### src/rtl/mult_seq_ctrl.sv
`default_nettype none
// ============================================================================
//  Module      : mult_seq_ctrl
//  Description : Sequencer for the unsigned 32x32 -> 64-bit MULTU operation.
//                Performs a shift-and-add multiply over WIDTH iterations,
//                borrowing the ALU's shared adder through the add_* port.
//
//  Ports       : clk, rst_n         - clock and asynchronous active-low reset
//                start, mcand,      - request and operands, sampled only
//                mplier               while idle
//                busy               - high while iterating
//                done               - one-cycle pulse once product is final
//                product            - {HI,LO}, held until the next start
//                add_a, add_b,      - drive to the shared adder
//                add_cin
//                add_sum, add_cout  - combinational result from the adder
//
//  Revision    : 1.0  initial release
// ============================================================================
module mult_seq_ctrl #(
    parameter int WIDTH = 32,
    parameter int CNT_W = 6
) (
    input  logic                 clk,
    input  logic                 rst_n,
    input  logic                 start,
    input  logic [WIDTH-1:0]     mcand,
    input  logic [WIDTH-1:0]     mplier,
    output logic                 busy,
    output logic                 done,
    output logic [2*WIDTH-1:0]   product,
    output logic [WIDTH-1:0]     add_a,
    output logic [WIDTH-1:0]     add_b,
    output logic                 add_cin,
    input  logic [WIDTH-1:0]     add_sum,
    input  logic                 add_cout
);

    localparam logic [0:0]       c_ST_IDLE = 1'b0;
    localparam logic [0:0]       c_ST_CALC = 1'b1;
    localparam logic [CNT_W-1:0] c_LAST    = CNT_W'(WIDTH - 1);
    localparam logic [CNT_W-1:0] c_ONE     = CNT_W'(1);

    logic [0:0]       r_state;
    logic [WIDTH-1:0] r_hi;
    logic [WIDTH-1:0] r_lo;
    logic [WIDTH-1:0] r_mcand;
    logic [CNT_W-1:0] r_count;
    logic             r_done;

    logic [0:0]       w_state_nxt;
    logic [WIDTH-1:0] w_hi_nxt;
    logic [WIDTH-1:0] w_lo_nxt;
    logic [WIDTH-1:0] w_mcand_nxt;
    logic [CNT_W-1:0] w_count_nxt;
    logic             w_done_nxt;
    logic             w_busy;

    // Adder drive is kept out of the FSM block so the path
    // add_a/add_b -> external adder -> add_sum never looks like a loop
    // through a single process. Outside CALC add_b is forced to zero so the
    // adder always sees defined operands.
    assign add_a   = r_hi;
    assign add_b   = ((r_state == c_ST_CALC) && r_lo[0]) ? r_mcand : '0;
    assign add_cin = 1'b0;

    assign busy    = w_busy;
    assign done    = r_done;
    assign product = {r_hi, r_lo};

    always_ff @(posedge clk or negedge rst_n) begin
        if (!rst_n) begin
            r_state <= c_ST_IDLE;
            r_hi    <= '0;
            r_lo    <= '0;
            r_mcand <= '0;
            r_count <= '0;
            r_done  <= 1'b0;
        end else begin
            r_state <= w_state_nxt;
            r_hi    <= w_hi_nxt;
            r_lo    <= w_lo_nxt;
            r_mcand <= w_mcand_nxt;
            r_count <= w_count_nxt;
            r_done  <= w_done_nxt;
        end
    end

    always_comb begin
        w_state_nxt = r_state;
        w_hi_nxt    = r_hi;
        w_lo_nxt    = r_lo;
        w_mcand_nxt = r_mcand;
        w_count_nxt = r_count;
        w_done_nxt  = 1'b0;
        w_busy      = 1'b0;

        case (r_state)
            c_ST_IDLE: begin
                if (start) begin
                    w_hi_nxt    = '0;
                    w_lo_nxt    = mplier;
                    w_mcand_nxt = mcand;
                    w_count_nxt = '0;
                    w_state_nxt = c_ST_CALC;
                end
            end

            c_ST_CALC: begin
                w_busy = 1'b1;
                // 65-bit right shift of {cout, sum, lo}: the adder carry lands
                // in hi[MSB], so the full 64-bit result is exact.
                w_hi_nxt    = {add_cout, add_sum[WIDTH-1:1]};
                w_lo_nxt    = {add_sum[0], r_lo[WIDTH-1:1]};
                w_count_nxt = r_count + c_ONE;
                if (r_count == c_LAST) begin
                    w_state_nxt = c_ST_IDLE;
                    w_done_nxt  = 1'b1;
                end
            end

            default: begin
                w_state_nxt = c_ST_IDLE;
            end
        endcase
    end

endmodule
`default_nettype wire

### config.mk
export PLATFORM = sky130hd
export DESIGN_NAME = mult_seq_ctrl
export DESIGN_NICKNAME = d
export VERILOG_FILES = /design/src/rtl/mult_seq_ctrl.sv
export SDC_FILE = /design/constraint.sdc
export NUM_CORES = 1
export LEC_CHECK = 0
export ABC_AREA = 0
export CORE_UTILIZATION = 30
export CTS_CLUSTER_DIAMETER = 60
export DETAILED_ROUTE_END_ITERATION = 10
export PLACE_DENSITY_LB_ADDON = 0.25
export SLEW_MARGIN = 20
export SYNTH_ARGS = -nofsm -noshare
export SYNTH_HDL_FRONTEND = slang
export SYNTH_SLANG_ARGS = --single-unit
### constraint.sdc
create_clock -name clk -period 1.77 [get_ports clk]
set_input_delay 0.531 -clock clk [delete_from_list [all_inputs] [get_ports clk]]
set_output_delay 0.531 -clock clk [all_outputs]
set_load 0.05 [all_outputs]
==> impl_metrics.env <==
export IMPL_ys_seq_area_frac=0.556
export IMPL_ys_warn_count=0
export IMPL_maxSlewViolCount=0
export IMPL_grt_pass1_vias=4066
export IMPL_crit_type="register to output port"
export IMPL_synth_edf_count=0
export IMPL_period_minus_slack_ns=1.90
export IMPL_numCtsBuffers=9
export IMPL_dp_cells=816
export IMPL_violations="setup timing"
export IMPL_dieWidth_um=127
export IMPL_reg2reg_from="r_state"
export IMPL_synthCells=453
export IMPL_die_area_mm2=0.0161
export IMPL_start_util=0.308
export IMPL_cts_num_sinks=104
export IMPL_io_pins=231
export IMPL_dpl_hpwl_um=9970
export IMPL_async_reset_ff_frac=1.00
export IMPL_grt_max_degree=46
export IMPL_setup_ws_ns=-0.133
export IMPL_yosysTopAreaCell="dfrtp_1"
export IMPL_final_antenna_net_count=0
export IMPL_die_height_um=127
export IMPL_grt_pass1_wl_um=22100
export IMPL_leakage_uw=0.00405
export IMPL_clk_pin_slew_ns=0.07
export IMPL_avgSynthCellArea_um2=10.3
export IMPL_cts_htree_levels=3
export IMPL_status="finished, violations left"
export IMPL_critical_path_required_ns=1.24
export IMPL_rsz0062_at_grt="true"
export IMPL_synth_area_top_cells="dfrtp_1, nand2_1, mux2i_1, a22o_1, buf_4"
export IMPL_crit_path_max_fanout=17
export IMPL_fmax_mhz=525
export IMPL_synth_top_area_share=0.556
export IMPL_hold_viol_final=0
export IMPL_worstSetupEndpoint="add_b[31]"
export IMPL_rr_endpoint="r_count[2]"
export IMPL_antenna_cells=0
export IMPL_synth_cell_types=25
export IMPL_coreArea_mm2=0.0152
export IMPL_fin_skew_ns=0.00642
export IMPL_instances_no_fill=838
export IMPL_ys_flop_type="dfrtp_1"
export IMPL_grt_use_total=0.177
export IMPL_nNetsFinal=746
export IMPL_reg2reg_depth=5
export IMPL_drcViolationCount=0
export IMPL_numPortBuffers=229
export IMPL_synth_seq_cells=104
export IMPL_ir_drop_uv=1200
export IMPL_avgViaCountPerCell=4.71
export IMPL_clkLatencyLatePin_ns=0.34
export IMPL_dr_pass1_iters=4
export IMPL_vias=3947
export IMPL_rows=45
export IMPL_clockBufferDepth=2
export IMPL_cp_arrival_ns=1.37
export IMPL_place_gp_congestion=0.767
export IMPL_whs_ns=0.0962
export IMPL_wl_per_cell_um=16.5
export IMPL_drt_iter0_markers=127
export IMPL_antenna_found_initial=0
export IMPL_drive_above_1_share=0.314
export IMPL_grt_overflow=0
export IMPL_cts_root_buf="clkbuf_16"
export IMPL_drt_wl_total_um=13800
export IMPL_hold_class="primary input to asynchronous set/reset pin"
export IMPL_hold_buffers=0
export IMPL_cp_startpoint="r_lo[0]"
export IMPL_cts_tree="yes"
export IMPL_r2r_slack_ns=0.22
export IMPL_critPathLaunchType="register"
export IMPL_drv_cap=0
export IMPL_power_density_mw_per_mm2=1740
export IMPL_area_growth_syn_to_layout_pct=88.0
export IMPL_period_share=1.08
export IMPL_synth_net_count=554
export IMPL_synth_area_mm2=0.00468
export IMPL_setup_violations=34
export IMPL_cp_end_kind="output port"
worst max-delay path, cell delays in order (launching register included):
cell	delay, ns
dfrtp_4	0.51
buf_12	0.16
and3_2	0.21
buf_12	0.15
stage by stage:
step                setup WS [ns]  setup TNS, ns  power (uW)  utilization  instance area [um^2]
CTS                        -0.159          -4.23       15400        0.577                  8780
finish                     -0.133          -3.55       15300        0.579                  8800
floorplan                 -0.0260         -0.779        8330            -                  4730
global route               -0.173          -4.78       16000        0.579                  8800
detailed placement          0.114              0       12800        0.545                  8280
global placement            0.163              0       12600        0.545                  8280
synthesized netlist by cell type (all sizes together) (2+ instances only):
cell	number
nor2	3
clkbuf	9
a22o	32
o21ai	35
mux2i	33
dfrtp	104
nand3	2
and3	32
buf	57
nand2b	4
nand2	131
registers in the layout, indices dropped and copies added (netlist names):
name and flops:
r_lo 32, r_state 1, add_a 32, done 1, r_mcand 32, r_count 6
final cells by class:
class                      instances  area, um^2
clock buffer                      10         239
fill                            1223        6400
timing repair buffer             247        3840
tap                              188         235
sequential                       104        2610
multi-input combinational        283        1760
clock inverter                     6         114
power breakdown:
group	total (uW)	internal (uW)	switching, uW
registers	4290	3270	1020
logic	8740	4290	4450
clock network	2310	1430	879
total	15300	8990	6350
layout by cell type (no fill, tap or decap):
cell	count
clkdlybuf4s50_1	97
nor3b_1	1
nand4_4	1
a22o_1	32
clkbuf_8	1
dfrtp_1	102
nand4b_1	1
o31ai_1	1
xor2_1	1
bufinv_16	3
o211ai_2	1
buf_2	1
buf_6	2
inv_6	1
xnor2_1	1
buf_12	139
ha_1	1
mux2i_1	33
clkinvlp_4	2
clkbuf_16	9
dfrtp_4	2
conb_1	1
nand3_1	2
nand2_1	131
o21ai_0	35
nor2_1	2
and3_2	10
nand2b_1	4
nor2b_2	1
nor2_4	1
and3_4	22
buf_4	8
a21o_1	1
logic make-up after synthesis:
logic type      count (synthesis)  synth area share
compound gates                 70             0.103
simple gates                  176             0.169
fa+ha+maj                       1           0.00267
other cells                     1          0.000801
mux                            33            0.0706
buf+inv                        66            0.0944
flops                         104             0.556
xor+xnor                        2           0.00374
layer usage:
metal	up-vias	wire, um	global-route usage
met5	-	0	0
met4	0	159	0.0525
met3	10	949	0.0439
met2	157	6810	0.299
met1	1906	5870	0.223
li1	1874	-	-
worst min path at each step:
stage | startpoint | endpoint | slack [ns] | cells past startpoint
after detailed placement | rst_n | add_a[6] | 0.46 | 1
after CTS | rst_n | r_lo[26] | 0.09 | 1
after floorplan | rst_n | add_a[0] | 0.24 | 0
final | rst_n | r_lo[26] | 0.1 | 1
after global routing | rst_n | add_a[6] | 0.11 | 1
after global placement | r_mcand[11] | r_mcand[11] | 0.46 | 2
repair_timing:
action                     4_1_cts  5_1_grt
resized for setup               22        4
setup buffers                    5        1
setup endpoints to repair       34       33
gates cloned                     0        0
(Power assumes the default switching activity.)
